**config.mk**
```make
export PLATFORM = sky130hd
export DESIGN_NAME = uart_rx_flat
export DESIGN_NICKNAME = d
export VERILOG_FILES = /design/src/rtl/uart_rx_pkg.sv /design/src/rtl/uart_rx_if.sv /design/src/rtl/uart_rx_fifo.sv /design/src/rtl/uart_rx.sv /design/src/flat_wrapper.sv
export SDC_FILE = /design/constraint.sdc
export NUM_CORES = 1
export LEC_CHECK = 0
export CORE_ASPECT_RATIO = 1.1
export CORE_UTILIZATION = 35
export CTS_CLUSTER_DIAMETER = 80
export DETAILED_ROUTE_END_ITERATION = 10
export MAX_ROUTING_LAYER = met4
export PLACE_DENSITY = 0.65
export REMOVE_ABC_BUFFERS = 1
export SLEW_MARGIN = 25
export SYNTH_ARGS = -nofsm -noshare
export SYNTH_HDL_FRONTEND = slang
export SYNTH_SLANG_ARGS = --single-unit
```
**constraint.sdc**
```tcl
create_clock -name clk_i -period 4.2 [get_ports clk_i]
set_clock_uncertainty 0.1 [all_clocks]
set_input_delay 0.84 -clock clk_i [delete_from_list [all_inputs] [get_ports clk_i]]
set_output_delay 0.84 -clock clk_i [all_outputs]
set_load 0.02 [all_outputs]
```
**src/rtl/uart_rx_pkg.sv**
```systemverilog
// Shared definitions for the uart_rx slave: bus op encodings, register map,
// receiver states and the divisor clamp.
package uart_rx_pkg;

   typedef enum logic [1:0] {
      PINOOP = 2'd0,
      PIWROP = 2'd1,
      PIRDOP = 2'd2,
      PIRWOP = 2'd3
   } pi_op_e;

   localparam logic RXDATA   = 1'b0;
   localparam logic RXSTAT   = 1'b1;
   localparam int   VALIDBIT = 8;
   localparam int   OVRBIT   = 31;
   localparam int   FERRBIT  = 30;

   typedef enum logic [1:0] {
      IDLE,
      START,
      DATA,
      STOP
   } rx_state_e;

   // Very short bit periods cannot hold the mid-bit sampling point.
   function automatic logic [15:0] eff_div(input logic [15:0] d);
      return (d < 16'd4) ? 16'd4 : d;
   endfunction

endpackage

```
**src/rtl/uart_rx_if.sv**
```systemverilog
// pi1r interconnect slave port as seen by uart_rx; the initiator drives
// op/addr/wdata/sel and the slave returns rdata/rdy/mapsz.
interface uart_rx_if #(
   parameter int ARCHBITSZ = 32
);
   localparam int ADDRBITSZ = ARCHBITSZ - $clog2(ARCHBITSZ / 8);

   logic [1:0]             op;
   logic [ADDRBITSZ-1:0]   addr;
   logic [ARCHBITSZ-1:0]   wdata;
   logic [ARCHBITSZ-1:0]   rdata;
   logic [ARCHBITSZ/8-1:0] sel;
   logic                   rdy;
   logic [ARCHBITSZ-1:0]   mapsz;

   modport master (output op, addr, wdata, sel, input rdata, rdy, mapsz);
   modport slave  (input op, addr, wdata, sel, output rdata, rdy, mapsz);
endinterface

```
**src/rtl/uart_rx_fifo.sv**
```systemverilog
// BUFSZ x 8 synchronous byte FIFO; pop_data shows the head entry and is
// meaningful only while empty is low.
module uart_rx_fifo #(
   parameter int BUFSZ = 16
) (
   input  logic                   clk,
   input  logic                   rst,
   input  logic                   push,
   input  logic [7:0]             push_data,
   input  logic                   pop,
   output logic [7:0]             pop_data,
   output logic                   full,
   output logic                   empty,
   output logic [$clog2(BUFSZ):0] count
);
   localparam int PW = $clog2(BUFSZ);

   logic [7:0]    mem [BUFSZ];
   logic [PW-1:0] wr_ptr;
   logic [PW-1:0] rd_ptr;
   logic          do_push;
   logic          do_pop;

   assign full     = (count == (PW + 1)'(BUFSZ));
   assign empty    = (count == '0);
   assign do_pop   = pop && !empty;
   // A pop frees the slot a full FIFO needs for the simultaneous push.
   assign do_push  = push && (!full || do_pop);
   assign pop_data = mem[rd_ptr];

   // NOTE: the storage array has no reset; pointers and count alone decide
   // which entries are valid, so clearing the data would only cost logic.
   always_ff @(posedge clk) begin
      if (do_push) mem[wr_ptr] <= push_data;
   end

   // NOTE: sequential state uses non-blocking assignments so every register
   // samples pre-edge values regardless of statement order.
   always_ff @(posedge clk or posedge rst) begin
      if (rst) begin
         wr_ptr <= '0;
         rd_ptr <= '0;
         count  <= '0;
      end else begin
         if (do_push) wr_ptr <= wr_ptr + 1'b1;
         if (do_pop)  rd_ptr <= rd_ptr + 1'b1;
         count <= count + (PW + 1)'(do_push) - (PW + 1)'(do_pop);
      end
   end

endmodule

```
**src/rtl/uart_rx.sv**
```systemverilog
// 8N1 serial receiver on the pi1r bus: synchronizer, bit-timing FSM, byte
// FIFO, and the RXDATA/RXSTAT register pair.
module uart_rx
   import uart_rx_pkg::*;
#(
   parameter int ARCHBITSZ  = 32,
   parameter int BUFSZ      = 16,
   parameter int CLKSPERBIT = 868
) (
   input  logic     clk_i,
   input  logic     rst_i,
   uart_rx_if.slave pi1,
   input  logic     rx_i,
   output logic     intr_o
);
   localparam int ADDRBITSZ = ARCHBITSZ - $clog2(ARCHBITSZ / 8);
   localparam int CW        = $clog2(BUFSZ) + 1;

   logic                 sync1, sync2, rx_prev;
   logic [1:0]           settle;
   logic                 fall;
   rx_state_e            state;
   logic [15:0]          bit_cnt, cur_div, divisor;
   logic [2:0]           bit_idx;
   logic [7:0]           shreg, push_byte, fifo_data;
   logic                 push, ferr_evt, ovr, ferr;
   logic                 full, empty, pop, drop;
   logic [CW-1:0]        count;
   logic                 is_rd, is_wr, sel_stat, stat_rd;
   logic [ARCHBITSZ-1:0] rdata_q, data_word, status_word;
   logic                 unused_ok;

   // Edges are ignored until the chain holds real line samples, so a line
   // already low when reset releases never looks like a start bit.
   always_ff @(posedge clk_i or posedge rst_i) begin
      if (rst_i) begin
         sync1   <= 1'b1;
         sync2   <= 1'b1;
         rx_prev <= 1'b1;
         settle  <= '0;
      end else begin
         sync1   <= rx_i;
         sync2   <= sync1;
         rx_prev <= sync2;
         if (settle != 2'd3) settle <= settle + 2'd1;
      end
   end

   assign fall = (settle == 2'd3) && rx_prev && !sync2;

   always_ff @(posedge clk_i or posedge rst_i) begin
      if (rst_i) begin
         state     <= IDLE;
         bit_cnt   <= '0;
         cur_div   <= '0;
         bit_idx   <= '0;
         shreg     <= '0;
         push      <= 1'b0;
         push_byte <= '0;
         ferr_evt  <= 1'b0;
      end else begin
         push     <= 1'b0;
         ferr_evt <= 1'b0;
         case (state)
            IDLE: if (fall) begin
               // The rate is frozen per frame so a divisor write never splits one.
               cur_div <= eff_div(divisor);
               bit_cnt <= eff_div(divisor) >> 1;
               state   <= START;
            end
            START: if (bit_cnt == '0) begin
               bit_cnt <= cur_div - 16'd1;
               bit_idx <= '0;
               state   <= sync2 ? IDLE : DATA;
            end else bit_cnt <= bit_cnt - 16'd1;
            DATA: if (bit_cnt == '0) begin
               shreg   <= {sync2, shreg[7:1]};
               bit_cnt <= cur_div - 16'd1;
               bit_idx <= bit_idx + 3'd1;
               if (bit_idx == 3'd7) state <= STOP;
            end else bit_cnt <= bit_cnt - 16'd1;
            STOP: if (bit_cnt == '0) begin
               push      <= sync2;
               push_byte <= shreg;
               ferr_evt  <= !sync2;
               state     <= IDLE;
            end else bit_cnt <= bit_cnt - 16'd1;
         endcase
      end
   end

   uart_rx_fifo #(.BUFSZ(BUFSZ)) u_fifo (
      .clk       (clk_i),
      .rst       (rst_i),
      .push      (push),
      .push_data (push_byte),
      .pop       (pop),
      .pop_data  (fifo_data),
      .full      (full),
      .empty     (empty),
      .count     (count)
   );

   assign is_rd    = (pi1.op == PIRDOP) || (pi1.op == PIRWOP);
   assign is_wr    = (pi1.op == PIWROP) || (pi1.op == PIRWOP);
   assign sel_stat = (pi1.addr[0] == RXSTAT);
   assign pop      = is_rd && !sel_stat && !empty;
   assign stat_rd  = is_rd && sel_stat;
   assign drop     = push && full && !pop;

   // NOTE: every always_comb output gets a default first so no path through
   // the block leaves it unassigned and infers a latch.
   always_comb begin
      data_word   = '0;
      status_word = '0;
      if (!empty) begin
         data_word[VALIDBIT] = 1'b1;
         data_word[7:0]      = fifo_data;
      end
      status_word[OVRBIT]  = ovr;
      status_word[FERRBIT] = ferr;
      status_word[15:0]    = 16'(count);
   end

   // A flag event in the same cycle as a status read wins over the clear.
   always_ff @(posedge clk_i or posedge rst_i) begin
      if (rst_i) begin
         rdata_q <= '0;
         divisor <= 16'(CLKSPERBIT);
         ovr     <= 1'b0;
         ferr    <= 1'b0;
      end else begin
         if (is_rd) rdata_q <= sel_stat ? status_word : data_word;
         if (is_wr && sel_stat) divisor <= pi1.wdata[15:0];
         ovr  <= (ovr && !stat_rd) || drop;
         ferr <= (ferr && !stat_rd) || ferr_evt;
      end
   end

   assign pi1.rdata = rdata_q;
   assign pi1.rdy   = 1'b1;
   assign pi1.mapsz = ARCHBITSZ'(2 * (ARCHBITSZ / 8));
   assign intr_o    = !empty;
   assign unused_ok = ^{pi1.sel, pi1.addr[ADDRBITSZ-1:1], pi1.wdata[ARCHBITSZ-1:16]};

endmodule
```
**src/flat_wrapper.sv**
```systemverilog
// flat-port wrapper written by rule: the top's interface ports become plain ports
module uart_rx_flat import uart_rx_pkg::*;
#(
   parameter int ARCHBITSZ  = 32,
   parameter int BUFSZ      = 16,
   parameter int CLKSPERBIT = 868
)
  (clk_i, rst_i, rx_i, intr_o, pi1_op, pi1_addr, pi1_wdata, pi1_sel, pi1_rdata, pi1_rdy, pi1_mapsz);
  uart_rx_if #(.ARCHBITSZ(ARCHBITSZ)) pi1_i ();
  input  logic clk_i;
  input  logic rst_i;
  input  logic rx_i;
  output logic intr_o;
  input wire logic [$bits(pi1_i.op)-1:0] pi1_op;
  input wire logic [$bits(pi1_i.addr)-1:0] pi1_addr;
  input wire logic [$bits(pi1_i.wdata)-1:0] pi1_wdata;
  input wire logic [$bits(pi1_i.sel)-1:0] pi1_sel;
  output wire logic [$bits(pi1_i.rdata)-1:0] pi1_rdata;
  output wire logic [$bits(pi1_i.rdy)-1:0] pi1_rdy;
  output wire logic [$bits(pi1_i.mapsz)-1:0] pi1_mapsz;
  assign pi1_i.op = pi1_op;
  assign pi1_i.addr = pi1_addr;
  assign pi1_i.wdata = pi1_wdata;
  assign pi1_i.sel = pi1_sel;
  assign pi1_rdata = pi1_i.rdata;
  assign pi1_rdy = pi1_i.rdy;
  assign pi1_mapsz = pi1_i.mapsz;
  uart_rx #(.ARCHBITSZ(ARCHBITSZ), .BUFSZ(BUFSZ), .CLKSPERBIT(CLKSPERBIT)) u_core (.clk_i(clk_i), .rst_i(rst_i), .pi1(pi1_i), .rx_i(rx_i), .intr_o(intr_o));
endmodule
```
# After elaboration in Yosys (flattened, before gate mapping)
# Memory sizes are Yosys's and may differ from the RTL's.
# Cells that the tools add are included.
# Widths: inputs -> output; s select.
[totals] register_bits=123 mem_bits_rw=128 in_bits=71 output_inout_bits=66 word_cells=102 mem_count=1
[classes] n_addsub=8 magnitude_cmp=1 n_eq_ne=16 mux=23 reduce_logical=34
[mem_list] name="u_core.u_fifo.mem" depth=16 width=8 rd=1 rd_ports_with_merged_regs=0 write_ports=1 line="uart_rx_fifo.sv:18" text="logic [7:0] mem [BUFSZ];"
[op_table] op="$mux 16" n=4
[op_table] op="$pmux 16 s3" n=1
[op_table] op="$mux 32" n=1
[op_table] op="$sub 16x1->16 const B" n=2
[op_table] op="$logic_not 16->1" n=1
[op_table] op="$lt 16x3->1 const B" n=1
[op_table] op="$logic_and 1x1->1" n=12
[op_table] op="$mux 2" n=6
[op_table] op="$eq 2x2->1 const B" n=5
[op_table] op="$ne 2x1->1 const B" n=5
[op_table] op="$mux 9" n=1
[op_table] op="$add 4x1->4 const B" n=2
[op_table] op="$pmux 2 s4" n=1
[op_table] op="$reduce_and 2->1" n=4
[op_table] op="$logic_not 1->1" n=6
[op_table] op="$mux 1" n=6
[op_table] op="$mux 3" n=2
[op_table] op="$pmux 3 s2" n=1
[op_table] op="$add 5x1->5" n=1
[op_table] op="$eq 5x5->1 const B" n=1
[op_table] op="$logic_not 5->1" n=1
[op_table] op="$logic_or 1x1->1" n=5
[op_table] op="$reduce_and 5->1" n=1
[op_table] op="$sub 5x1->5" n=1
[op_table] op="other kinds (9)" n=11

# Depth between registers and ports, before layout
[logic_depth] ltp_word=9 mapped_depth=15 mapped_depth_nobuf=15

# Hierarchy
# A second synthesis with hierarchy kept.
[unflattened] hier_cells=827 hier_area_um2=10844.2
[modules_own_cells] mod="uart_rx_fifo" instances=1 cells_each=320 area_per_inst_um2=5825.6 seq_area_each_um2=4169.0
[modules_own_cells] mod="uart_rx" instances=1 cells_each=507 area_per_inst_um2=5018.6 seq_area_each_um2=2237.1

# Worst setup path before layout
# No wires, ideal clock.
[synth_timing] path_type="input to register" start="input port pi1_addr[0]" end="register u_core.u_fifo.count[4]" arrival_time_ns=2.827 slack_ns=1.148 stages=13 path_cell_list="nand2b_1 a31oi_1 inv_1 ha_1 inv_1 ha_1 inv_1 fa_1 inv_1 a21oi_1 nor2_1 nor2_1 xnor2_1"
[synth_via] elab_chain_len=8
[synth_rtl] element="start: declaration" line="flat_wrapper.sv:15" text="input wire logic [$bits(pi1_i.addr)-1:0] pi1_addr;"
[synth_rtl] element="$logic_not 1->1 *" line="uart_rx.sv:107" text="assign pop = is_rd && !sel_stat && !empty;"
[synth_rtl] element="$logic_and 1x1->1 * (2 in a row)" line="uart_rx.sv:107"
[synth_rtl] element="$logic_and 1x1->1 *" line="uart_rx_fifo.sv:26" text="assign do_pop = pop && !empty;"
[synth_rtl] element="$logic_or 1x1->1" line="uart_rx_fifo.sv:28" text="assign do_push = push && (!full || do_pop);"
[synth_rtl] element="$logic_and 1x1->1" line="uart_rx_fifo.sv:28"
[synth_rtl] element="$add 5x1->5" line="uart_rx_fifo.sv:47" text="count <= count + (PW + 1)'(do_push) - (PW + 1)'(do_pop);"
[synth_rtl] element="$sub 5x1->5 *" line="uart_rx_fifo.sv:47"
[synth_rtl] element="end signal: assignment" line="uart_rx_fifo.sv:47"
[synth_rtl] element="end: declaration" line="uart_rx_fifo.sv:14" text="output logic [$clog2(BUFSZ):0] count"
# Every way passes the cells marked *; elsewhere a longest branch is shown, timed or not.
# A chain may end at the register's enable or synchronous reset.

# Worst setup path in the final report
[layout_timing] start="register u_core.u_fifo.count[3]" end="output port intr_o"
[layout_via] elab_chain_len=2
[layout_rtl] element="$logic_not 5->1" line="uart_rx_fifo.sv:25" text="assign empty = (count == '0);"
[layout_rtl] element="$logic_not 1->1" line="uart_rx.sv:143" text="assign intr_o = !empty;"
[layout_rtl] element="end: declaration" line="flat_wrapper.sv:13" text="output logic intr_o;"
# No other way between the ends.

==> flow_summary.yaml <==
synth:
  synth-edff-count: 128
  synth-seq-cells: 230
  ys_warn_count: 0
  yosysMostFrequentCell: "edfxtp_1"
  async_flop_share_pct: 44.3
  synthTopCellsByCount: "edfxtp_1, dfrtp_1, buf_4"
  synth-main-ff-cell: "edfxtp_1"
  seq_area_frac_synth_pct: 59.5
  yosys.area.top_type: "edfxtp_1"
  synth_area_um2: 10800
  ys_top_cells_by_area: "edfxtp_1, dfrtp_1, mux4_2"
  synth_top_area_share_pct: 35.7
  synth_cell_types: 69
  syn_area_per_cell_um2: 14.0
  netlist_instances: 772
critical_path:
  crit_path_end_kind: "primary output"
  reg2reg_depth: 7
  critical_path_arrival_ns: 2.56
  worstSetupPathType: "reg -> out"
  start_kind: "register"
  path_max_fanout: 4
  reg2reg_to: "u_core.bit_cnt[8]"
  critPathLaunch: "u_core.u_fifo.count[3]"
  rrSetupSlack_ns: 0.99
  worst-endpoint-required_ns: 3.26
  r2r_start: "u_core.bit_cnt[0]"
floorplanning:
  floorplan.initialDensity_pct: 35.5
  io_pins: 137
  core_um2: 30300
  fp.dieW_um: 169
  rows: 67
  die_area_um2: 31500
  fp.dieH_um: 186
global_routing:
  grtUsageTotal_pct: 14.3
  grt_max_degree: 52
  grt_pass1_vias: 6148
  antenna_found_initial: 0
  overflow: 0
  grt_pass1_wl_mm: 34.2
clock_tree:
  clockBufferDepth: 3
  cts.clk_slew.worst_paths_ns: 0.06
  cts_buffers: 25
  cts-hold-fix-buffers: 0
  postCtsSetupRepairBufs: 0
  cts_tree: "done"
  cts_max_level: 1
  insertion_delay_ns: 0.52
  clock_sinks: 230
  cts-root-buf: "clkbuf_16"
  cts.repair.resized: 0
cells_and_area:
  finalNetCount: 903
  multi_input_area_um2: 3860
  nFillCells: 2821
  seqCellArea_um2: 6410
  num_antenna_cells: 0
  drive_above_1_share_pct: 19.5
  syn_to_final_growth_pct: 12.9
  fin_cells: 1243
sta:
  slew_violations: 0
  fmax_mhz: 285
  period_share_pct: 83.4
  worst_pin_slew_ns: 1.09
  setup_tns_ns: 0
  finalHoldViolCount: 0
  min_period_ns: 3.50
  slew_headroom_pct: 27.6
  rsz0062_at_grt: "no"
  setup_viol: 0
hold_path:
  hold_path.class: "reg -> reg"
  min_to: "u_core.sync2"
  whs_path_depth: 0
  hp-start: "u_core.sync1"
placed_design:
  gp_congestion: 0.919
  post-dp-hpwl_mm: 14.6
  io_buffer_count: 33
  place_inst: 1197
drt:
  wl_per_cell_um: 17.0
  vias: 6240
  routed_wl_mm: 21.2
  drc: 1
  via_per_inst: 5.02
  drt_first_pass_iters: 8
  drtAntennaViolNets: 0
  drt_iter0_drc: 542
power:
  ir_drop_v: 0.000353
  p_leak_nw: 4.57
  powerDensity_nw_per_um2: 588
run:
  timing.max_cap.violations: 0
run_status:
  violations: "design-rule violations"
  outcome: "finished, violations left"
[logic make-up (layout without fill, tap and decap cells)]
| family | Yosys count | count (layout) | synth area share (%) |
|---|---|---|---|
| AOI/OAI and AO/OA | 118 | 118 | 7.33 |
| and+or+nand+nor | 153 | 153 | 7.78 |
| xor gates and xnor gates | 27 | 27 | 2.20 |
| other | 2 | 54 | 0.0697 |
| DFF | 230 | 230 | 59.5 |
| muxes | 92 | 92 | 14.0 |
| buffers and inverters | 128 | 133 | 6.53 |
| adders and majority gates | 22 | 22 | 2.62 |
[cell type report]
class / count / share of cell area, %
well taps: 414 / 4.26
repair buffers: 52 / 3.89
clock inverters: 9 / 0.689
clock buffers: 37 / 5.68
inverters: 35 / 1.10
flip-flops and latches: 230 / 52.7
multi-input cells: 466 / 31.7
[flip-flops by register name, indices dropped and copies added (netlist names), 2 cells and up, named ones only]
| register | count |
|---|---|
| u_core.bit_cnt | 16 |
| u_core.bit_idx | 3 |
| u_core.cur_div | 16 |
| u_core.divisor | 16 |
| u_core.pi1.rdata | 11 |
| u_core.push_byte | 8 |
| u_core.settle | 2 |
| u_core.shreg | 8 |
| u_core.u_fifo.count | 5 |
| u_core.u_fifo.mem | 128 |
| u_core.u_fifo.rd_ptr | 4 |
| u_core.u_fifo.wr_ptr | 4 |
[report_power, final]
group	switching [mW]	internal [mW]
Clock	0.862	1.21
Sequential	0.390	2.63
Combinational	1.12	0.934
Total	2.37	4.78
[how the worst max path moves through the flow]
stage | to | cells after the start
detailed placement | u_core.u_fifo.count[4] | 14
CTS | intr_o | 6
global placement | u_core.u_fifo.count[4] | 14
finish | intr_o | 6
floorplan | asynchronous set/reset pin | 1
global route | intr_o | 6
[placed cells by master (no fill, tap or decap), drive strengths merged, types with 6 or more instances in the layout]
cell type	n
xor2	12
dfrtp	94
inv	37
mux2i	6
nor4	14
dfstp	8
clkdlybuf4s50	33
ha	21
a22oi	11
a211oi	6
o31ai	6
nand4	10
nand2	32
or3	11
clkbuf	37
o21ai	28
conb	54
a22o	7
mux4	40
mux2	46
nand2b	7
a21oi	28
buf	19
edfxtp	128
nor3	16
xnor2	15
nor2	38
[per-stage QoR]
step	setup WS [ns]	cell area (µm²)	util (%)	hold WS, ns	total power, mW
floorplan	0.598	10400	-	0.245	4.50
global placement	0.699	11400	37.5	0.246	5.07
detailed placement	0.683	11400	37.5	0.252	5.12
CTS	0.682	12200	40.1	0.260	7.20
global route	0.495	12200	40.1	0.268	7.54
finish	0.696	12200	40.1	0.259	7.15
[routing by layer]
metal	share of wire [%]	vias up	track usage [%]	wire [µm]
met5	0	-	-	0
met4	1.6	0	3.57	331
met2	50	205	23.8	10500
li1	-	2871	-	-
met3	4.5	24	1.98	962
met1	44	3140	18.6	9350
[critical path, stage by stage (launching register included)]
cell and delay (ns):
dfrtp_1 0.43, inv_1 0.10, ha_1 0.15, nor3b_1 0.40
nor2b_1 0.36, inv_1 0.07, clkdlybuf4s50_1 0.54
(Power assumes the default switching activity.)
